`src/rtl/mul_arbiter_pkg.sv`:
```
// Shared vALU definitions for the multiplier arbiter: FSM encoding, default
// multiplier latency and the in-flight result tag layout.
package mul_arbiter_pkg;

    typedef enum logic [1:0] {
        ARB_IDLE   = 2'd0,
        ARB_GRANT0 = 2'd1,
        ARB_GRANT1 = 2'd2
    } arb_state_e;

    localparam int unsigned MUL_PIPE_LAT = 4;

    // valid must stay the MSB: mul_tag_pipe derives its occupancy from it.
    typedef struct packed {
        logic valid;
        logic owner;
        logic last;
    } mul_tag_t;

    localparam int unsigned MUL_TAG_WIDTH = $bits(mul_tag_t);

    function automatic logic [1:0] owner_onehot(input logic owner);
        return owner ? 2'b10 : 2'b01;
    endfunction

endpackage

```
`src/rtl/mul_tag_pipe.sv`:
```
// Fixed-depth tag shift register tracking results inside the multiplier.
// The MSB of each entry is its valid bit; any_valid reports pipeline occupancy.
module mul_tag_pipe #(
    parameter int unsigned DEPTH = 4,
    parameter int unsigned WIDTH = 3
) (
    input  logic             clk,
    input  logic             rst,
    input  logic [WIDTH-1:0] in_data,
    output logic [WIDTH-1:0] out_data,
    output logic             any_valid
);

    logic [WIDTH-1:0] stage [DEPTH];

    always_ff @(posedge clk) begin
        if (rst) begin
            for (int unsigned i = 0; i < DEPTH; i++) begin
                stage[i] <= '0;
            end
        end else begin
            stage[0] <= in_data;
            for (int unsigned i = 1; i < DEPTH; i++) begin
                stage[i] <= stage[i-1];
            end
        end
    end

    assign out_data = stage[DEPTH-1];

    always_comb begin
        any_valid = 1'b0;
        for (int unsigned i = 0; i < DEPTH; i++) begin
            any_valid = any_valid | stage[i][WIDTH-1];
        end
    end

endmodule

```
`src/rtl/mul_arbiter.sv`:
```
// Two-requester burst arbiter in front of the vector multiplier: locks a grant
// per burst, round-robins on contention and tags results back to their owner.
module mul_arbiter
    import mul_arbiter_pkg::*;
#(
    parameter int unsigned DATA_WIDTH  = 64,
    parameter int unsigned OPSEL_WIDTH = 2,
    parameter int unsigned SEW_WIDTH   = 2,
    parameter int unsigned PIPE_LAT    = MUL_PIPE_LAT
) (
    input  logic                   clk,
    input  logic                   rst,

    input  logic                   req0_valid,
    input  logic                   req0_last,
    input  logic [DATA_WIDTH-1:0]  req0_vec0,
    input  logic [DATA_WIDTH-1:0]  req0_vec1,
    input  logic [OPSEL_WIDTH-1:0] req0_opSel,
    input  logic [SEW_WIDTH-1:0]   req0_sew,
    output logic                   req0_ready,

    input  logic                   req1_valid,
    input  logic                   req1_last,
    input  logic [DATA_WIDTH-1:0]  req1_vec0,
    input  logic [DATA_WIDTH-1:0]  req1_vec1,
    input  logic [OPSEL_WIDTH-1:0] req1_opSel,
    input  logic [SEW_WIDTH-1:0]   req1_sew,
    output logic                   req1_ready,

    output logic [DATA_WIDTH-1:0]  mul_vec0,
    output logic [DATA_WIDTH-1:0]  mul_vec1,
    output logic [OPSEL_WIDTH-1:0] mul_opSel,
    output logic [SEW_WIDTH-1:0]   mul_sew,
    output logic                   mul_valid,

    output logic [1:0]             resp_valid,
    output logic                   resp_last,
    output logic                   busy
);

    arb_state_e             state, state_next;
    logic                   rr_ptr, rr_ptr_next;
    logic [OPSEL_WIDTH-1:0] opsel_q;
    logic [SEW_WIDTH-1:0]   sew_q;
    logic                   first_q;

    logic                   accept;
    logic                   accept_owner;
    logic                   accept_last;
    logic [OPSEL_WIDTH-1:0] beat_opsel;
    logic [SEW_WIDTH-1:0]   beat_sew;

    mul_tag_t               tag_in;
    mul_tag_t               tag_out;
    logic                   pipe_busy;

    always_ff @(posedge clk) begin
        if (rst) begin
            state   <= ARB_IDLE;
            rr_ptr  <= 1'b0;
            opsel_q <= '0;
            sew_q   <= '0;
            first_q <= 1'b1;
        end else begin
            state  <= state_next;
            rr_ptr <= rr_ptr_next;
            if (accept && first_q) begin
                opsel_q <= beat_opsel;
                sew_q   <= beat_sew;
            end
            if (state == ARB_IDLE) begin
                first_q <= 1'b1;
            end else if (accept) begin
                first_q <= 1'b0;
            end
        end
    end

    // Grant is held for the whole burst; a stalled owner just issues nothing.
    always_comb begin
        state_next   = state;
        rr_ptr_next  = rr_ptr;
        req0_ready   = 1'b0;
        req1_ready   = 1'b0;
        accept       = 1'b0;
        accept_owner = 1'b0;
        accept_last  = 1'b0;
        unique case (state)
            ARB_IDLE: begin
                if (req0_valid && req1_valid) begin
                    state_next = rr_ptr ? ARB_GRANT1 : ARB_GRANT0;
                end else if (req0_valid) begin
                    state_next = ARB_GRANT0;
                end else if (req1_valid) begin
                    state_next = ARB_GRANT1;
                end
            end
            ARB_GRANT0: begin
                req0_ready = 1'b1;
                if (req0_valid) begin
                    accept      = 1'b1;
                    accept_last = req0_last;
                    if (req0_last) begin
                        state_next  = ARB_IDLE;
                        rr_ptr_next = 1'b1;
                    end
                end
            end
            ARB_GRANT1: begin
                req1_ready = 1'b1;
                if (req1_valid) begin
                    accept       = 1'b1;
                    accept_owner = 1'b1;
                    accept_last  = req1_last;
                    if (req1_last) begin
                        state_next  = ARB_IDLE;
                        rr_ptr_next = 1'b0;
                    end
                end
            end
            default: state_next = ARB_IDLE;
        endcase
    end

    always_comb begin
        beat_opsel = accept_owner ? req1_opSel : req0_opSel;
        beat_sew   = accept_owner ? req1_sew   : req0_sew;
        mul_valid  = accept;
        mul_vec0   = '0;
        mul_vec1   = '0;
        mul_opSel  = '0;
        mul_sew    = '0;
        // First beat forwards its own mode; the register only holds it from then on.
        if (accept) begin
            mul_vec0  = accept_owner ? req1_vec0 : req0_vec0;
            mul_vec1  = accept_owner ? req1_vec1 : req0_vec1;
            mul_opSel = first_q ? beat_opsel : opsel_q;
            mul_sew   = first_q ? beat_sew   : sew_q;
        end
    end

    always_comb begin
        tag_in       = '0;
        tag_in.valid = accept;
        tag_in.owner = accept_owner;
        tag_in.last  = accept_last;
    end

    mul_tag_pipe #(
        .DEPTH (PIPE_LAT),
        .WIDTH (MUL_TAG_WIDTH)
    ) u_tag_pipe (
        .clk       (clk),
        .rst       (rst),
        .in_data   (tag_in),
        .out_data  (tag_out),
        .any_valid (pipe_busy)
    );

    always_comb begin
        resp_valid = tag_out.valid ? owner_onehot(tag_out.owner) : 2'b00;
        resp_last  = tag_out.valid & tag_out.last;
        busy       = (state != ARB_IDLE) | pipe_busy;
    end

endmodule

```
`config.mk`:
```
export PLATFORM = sky130hd
export DESIGN_NAME = mul_arbiter
export DESIGN_NICKNAME = d
export VERILOG_FILES = /design/src/rtl/mul_arbiter_pkg.sv /design/src/rtl/mul_tag_pipe.sv /design/src/rtl/mul_arbiter.sv
export SDC_FILE = /design/constraint.sdc
export NUM_CORES = 1
export LEC_CHECK = 0
export CAP_MARGIN = 20
export CORE_AREA = 8 8 151 153
export DETAILED_ROUTE_END_ITERATION = 16
export DIE_AREA = 0 0 159 161
export PLACE_DENSITY = 0.58
export SYNTH_ARGS = -nofsm -noshare
export SYNTH_HDL_FRONTEND = slang
export SYNTH_SLANG_ARGS = --single-unit
```
`constraint.sdc`:
```
create_clock -name clk -period 2 [get_ports clk]
set_clock_uncertainty 0.05 [all_clocks]
set_input_delay 0.4 -clock clk [delete_from_list [all_inputs] [get_ports clk]]
set_output_delay 0.4 -clock clk [all_outputs]
set_load 0.01 [all_outputs]
```
-- After elaboration in Yosys (flattened, before gate mapping)
Memory sizes are Yosys's and may differ from the RTL's.
Index checks and enable logic that the tools add are counted.
- memories: 1
- bits in writable memories: 12
- output and inout port bits: 139
- bits of input ports: 270
- word-level logic and storage cells: 72
- register bits after elaboration: 8
- memories (memory ; words ; width ; rd ports ; clocked after memory_dff ; write ports ; line ; RTL):
    u_tag_pipe.stage ; 4 ; 3 ; 4 ; 0 ; 4 ; mul_tag_pipe.sv:14 ; logic [WIDTH-1:0] stage [DEPTH];
- mux-type cells: 42
- equality and inequality tests: 7
- bitwise logic cells: 9
- reductions and logical operators: 8
- operator list (cell ; count):
    two-way mux 64 bit ; 4
    two-way mux 2 bit ; 16
    two-way mux 1 bit ; 14
    two-way mux 3 bit ; 4
    AND reduction 5 bit ; 2
    != test 2 bit, second input constant ; 4
    bitwise OR 1 bit ; 8
    case mux 1 bit (2 select lines) ; 3
    case mux 2 bit (3 select lines) ; 1
    != test 4 x 3 -> 1 bit, second input constant ; 1
    nonzero test 2 bit ; 2
    equality test 2 x 1 -> 1 bit, second input constant ; 1
    equality test 2 bit, second input constant ; 1
    logical AND 1 bit ; 2
    zero test 2 bit ; 1
    OR reduction 2 bit ; 1
    bitwise AND 1 bit ; 1

-- Logic depth before layout (Yosys ltp)
- depth in word-level cells: 5
- depth in mapped cells: 7
- mapped depth without buffers: 6

-- Modules after synthesis
From an unflattened synthesis, not the netlist that was laid out.
- cells, all modules: 523
- area, all modules: 2880.3 um2
- by module, submodules not included (module ; times used ; cells an instance ; area each (um2) ; seq. area each (um2)):
    mul_arbiter ; 1 ; 494 ; 2529.9 ; 160.2
    mul_tag_pipe ; 1 ; 29 ; 350.3 ; 240.2

-- Worst setup path after synthesis
OpenSTA, ideal clock, no wires.
- path kind: flip-flop to output port
- start point: register state[0]
- end point: output port mul_vec0[40]
- setup slack: -0.012 ns
- data required time: 1.550 ns
- cell stages (with the launch flop): 8
- arrival: 1.562 ns
- path buffers: 2
- cell sequence: dfxtp_1 > inv_1 > ha_1 > nand2_2 > buf_2 > buf_2 > nand2_1 > a21oi_1
- longest elaborated chain between the ends: 4
- elaborated cells on any way between the ends: 6
- those cells by class: eq/ne: 2; mux: 4
- RTL lines (what ; line ; RTL):
    from (decl) ; mul_arbiter.sv:41 ; arb_state_e state, state_next;
    from (signal assigned) ; mul_arbiter.sv:65 ; state <= state_next;
    equality test 2 bit ; mul_arbiter.sv:88 ; unique case (state)
    two-way mux 1 bit ; mul_arbiter.sv:88 ;
    two-way mux 64 bit ; mul_arbiter.sv:135 ; mul_vec0 = accept_owner ? req1_vec0 : req0_vec0;
    two-way mux 64 bit (*) ; mul_arbiter.sv:134 ; if (accept) begin
    to (decl) ; mul_arbiter.sv:30 ; output logic [DATA_WIDTH-1:0] mul_vec0,
Every way passes the cells marked *; elsewhere a longest branch is shown, timed or not.

-- Worst setup path in the final report
- start point: register state[0]
- end point: output port mul_sew[1]
- longest elaborated chain between the ends: 5
- elaborated cells on any way between the ends: 7
- those cells by class: eq/ne: 2; mux: 5
- RTL lines (what ; line ; RTL):
    equality test 2 bit ; mul_arbiter.sv:88 ;
    two-way mux 1 bit ; mul_arbiter.sv:88 ;
    two-way mux 2 bit ; mul_arbiter.sv:127 ; beat_sew = accept_owner ? req1_sew : req0_sew;
    two-way mux 2 bit ; mul_arbiter.sv:138 ; mul_sew = first_q ? beat_sew : sew_q;
    two-way mux 2 bit (*) ; mul_arbiter.sv:134 ;
    to (decl) ; mul_arbiter.sv:33 ; output logic [SEW_WIDTH-1:0] mul_sew,
Marked as above.

==> impl_metrics.py <==
metrics = {
    "outcome": {
        "outcome": "finished, violations left",
        "violations": "negative setup slack",
    },
    "timing": {
        "fin_crit_share": 1.22,
        "setup_ws_ns": -0.448,
        "rsz0062_at_grt": "true",
        "worst_hold_slack_ns": 0.385,
        "worst_slew_margin_rel": 0.636,
        "post-route-min-period_ns": 2.45,
        "timing_worst_slew_pin_value_ns": 0.545,
        "timing.fmax_mhz": 409,
        "final-setup-viol-count": 133,
        "report.final.slew_viol_count": 0,
        "hold_violation_count_in_the_final_report": 0,
        "setup_tns_ns": -44.99,
    },
    "worst_setup_path": {
        "internal_reg_to_reg_setup_slack_ns": 0.09,
        "cp.arrival_ns": 2.00,
        "timing.critical_path.fanout_max": 7,
        "end_kind": "primary output",
        "timing.critical_path.slowest_cell_delay_ns": 0.33,
        "crit_path_top_delay_cell": "dfxtp_2",
        "critPathKind": "register to primary output",
        "required_ns": 1.55,
        "path_cells": "inv_2 > ha_4 > buf_6 > a22o_4 > nand2_8 > buf_12 > buf_12 > buf_8 > buf_6 > a211oi_2 > buf_2",
        "worstSetupStartpointType": "register",
    },
    "finish": {
        "layoutNonFillerInstCount": 1332,
        "utilization": 0.480,
        "post_route_cells_drive_above_1_share": 0.490,
        "areaGrowthSynthToFinish_pct": 259,
        "finalNetCount": 1332,
    },
    "placement": {
        "placedCellCount": 1218,
        "port_buffers": 408,
        "gp_congestion": 0.819,
        "dp.final_hpwl_um": 17100,
    },
    "logic_synthesis": {
        "ys_seq_area_frac": 0.146,
        "synthMuxAreaShare": 0.0260,
        "yosysTopAreaCell": "nand2_1",
        "synth_nets": 794,
        "synth.area.top_cells": "nand2_1 35%, a21oi_1 23%, dfxtp_1 15%",
        "post_synth_xor_area_fraction": 0,
        "ys.warnings.count": 0,
        "yosys.area_share.simple": 0.422,
        "synth-compound-area-share": 0.293,
        "netlist-cell-type-count": 29,
        "post_synth_inst_count": 519,
        "synth-seq-cells": 20,
        "post_synth_instance_area_um2": 2750,
        "dominant_combinational_cell_family_by_area_after_synthesis": "simple AND/OR/NAND/NOR gates",
        "post_synthesis_mean_instance_area_um2": 5.29,
        "yosys.area.top_type_share": 0.352,
        "synth_adder_area_share": 0.0228,
    },
    "job": {
        "max_cap_viol_count": 0,
    },
    "clock_tree": {
        "clk_path_buf_depth": 2,
        "cts_tree": "done",
        "worstSkewPairLatency_ns": 0.26,
        "cts_made_buffers": 3,
        "cts.clk_slew.worst_paths_ns": 0.06,
        "cts.sinks": 20,
        "cts-htree-levels": 1,
        "ctsRootBufferMaster": "clkbuf_16",
        "cts_hold_buffers": 0,
    },
    "pwr": {
        "power-per-cell-area_nw_per_um2": 588,
        "overall_power_mw": 5.79,
        "vdd_drop_max_uv": 305,
        "power.leakage_nw": 4.46,
    },
    "drt": {
        "antenna_left": 0,
        "first_pass_iters": 4,
        "wire_per_inst_um": 19.8,
        "drcViolationCount": 0,
        "finalWirelength_um": 26400,
        "via_count": 5816,
        "via_per_inst": 4.37,
        "detailedRoute.firstIterationViolations": 265,
    },
    "worst_hold_path": {
        "hold_path.class": "register to register",
    },
    "die": {
        "initial_core_util": 0.134,
        "die_y_extent_um": 161,
        "floorplan.rows": 53,
        "floorplan.io_pins": 409,
        "chipWidth_um": 159,
        "design.die.area_um2": 25600,
        "core_area_um2": 20600,
    },
    "global_routing": {
        "antenna_found_initial": 1,
        "overall_fraction_of_global_route_tracks_in_use": 0.173,
        "maximum_number_of_pins_on_one_net_before_global_route_repair": 26,
        "via_count_of_the_first_global_routing_pass": 5787,
        "grt-ovfl-total": 0,
        "grt_first_pass_wirelength_um": 35100,
    },
}
-- through the flow --
| step | worst slack (ns) | instance area [µm²] |
|---|---|---|
| 4_1_cts | -0.555 | 8750 |
| 2_1_floorplan | -0.0116 | 2760 |
| 5_1_grt | -0.507 | 9860 |
| 6_report | -0.448 | 9860 |
| 3_3_place_gp | -0.857 | 7620 |
| 3_5_place_dp | -0.839 | 7620 |
-- cell usage in the layout, fill, tap and decap left out, types with 2 or more instances in the layout --
| master | netlist | layout |
|---|---|---|
| nor2b_1 | 13 | 13 |
| clkdlybuf4s50_1 | 0 | 270 |
| a21oi_2 | 0 | 109 |
| buf_4 | 6 | 47 |
| mux2i_4 | 0 | 2 |
| a2111oi_2 | 2 | 2 |
| and2_1 | 2 | 2 |
| buf_2 | 28 | 117 |
| nand2b_1 | 2 | 2 |
| buf_16 | 0 | 9 |
| inv_1 | 5 | 2 |
| a311oi_2 | 0 | 4 |
| dlygate4sd2_1 | 0 | 4 |
| a211oi_2 | 0 | 4 |
| nand2_1 | 258 | 197 |
| nor2_1 | 7 | 7 |
| nand2_2 | 2 | 39 |
| buf_12 | 0 | 30 |
| mux2i_2 | 0 | 2 |
| buf_8 | 0 | 23 |
| ha_4 | 0 | 3 |
| a31oi_1 | 4 | 4 |
| inv_4 | 0 | 2 |
| buf_6 | 0 | 65 |
| ha_1 | 5 | 2 |
| clkbuf_16 | 0 | 16 |
| dfxtp_1 | 20 | 18 |
| a21oi_4 | 0 | 11 |
| a21oi_1 | 128 | 8 |
| nand2_4 | 1 | 23 |
| mux2i_1 | 6 | 2 |
| a211o_1 | 2 | 2 |
| nand2_8 | 0 | 2 |
-- registers in the layout, summed over array words and instances, names as in the netlist --
signal	flops
first_q	1
u_tag_pipe.stage	12
sew_q	2
rr_ptr	1
opsel_q	2
state	2
-- synthesized netlist by cell type --
cell,n
a32oi_1,1
nor4_1,1
a211oi_1,4
nand2_4,1
nand2_1,258
nand2_2,2
buf_1,1
buf_4,6
nand4b_1,1
nor3_1,1
and2_1,2
mux2_2,1
inv_1,5
ha_1,5
buf_2,28
a22o_4,1
nand2b_1,2
dfxtp_1,20
nor3b_1,1
mux2i_1,6
clkbuf_1,11
a311oi_1,4
and2_2,1
a31oi_1,4
a2111oi_2,2
a211o_1,2
nor2_1,7
a21oi_1,128
nor2b_1,13
-- critical path: cells and delay by family (launching register included) --
kind / cells / cell delay [ns]
AO/OA/AOI/OAI: 2 / 0.30
AND/OR/NAND/NOR: 1 / 0.10
buffers and inverters: 7 / 0.84
flip-flops: 1 / 0.33
adder cells (fa/ha/maj): 1 / 0.17
-- timing repair --
| item | CTS | global route |
|---|---|---|
| resized for setup | 624 | 312 |
| setup buffers | 64 | 35 |
| setup endpoints to repair | 139 | 138 |
| pin swaps | 13 | 72 |
| gates cloned | 16 | 15 |
-- path summary, 6_finish.rpt --
path	depth (start not counted)	start	end
worst max-delay path	11	state[0]$_SDFFE_PP0P_	mul_sew[1]
worst min-delay path	1	u_tag_pipe.stage[2][0]$_SDFF_PP0_	u_tag_pipe.stage[3][0]$_SDFF_PP0_
worst max register to register	11	state[0]$_SDFFE_PP0P_	sew_q[1]$_SDFFE_PP0P_
worst min register to register	1	u_tag_pipe.stage[2][0]$_SDFF_PP0_	u_tag_pipe.stage[3][0]$_SDFF_PP0_
-- area by class of cell --
cell class	instances	area [µm²]
Timing Repair Buffer	579	5940
Multi-Input combinational cell	448	3040
Fill cell	2028	10700
Clock inverter	1	30.0
Tap cell	275	344
Antenna cell	1	2.50
Inverter	5	23.8
Sequential cell	20	405
Clock buffer	3	75.1
-- layer usage --
layer  global-route usage  wire length (µm)
met1                0.190              9900
met2                0.326             13600
met3               0.0473              2080
met4               0.0382               858
met5                    0                 0
-- kinds of logic (layout without fill, tap and decap cells) --
family          count (synthesis)  in the layout
simple gates                  290            290
compound gates                146            146
buf+inv                        51            588
flops                          20             20
mux                             7              7
fa+ha+maj                       5              5
other cells                     0              1
-- report_power, final --
group,internal [mW],leakage [nW],total [mW],switching (mW)
Clock,0.398,0.0511,0.563,0.166
Sequential,0.446,0.163,0.478,0.0320
Combinational,2.68,4.25,4.75,2.07
No activity file was read; power rests on OpenSTA's default activity.
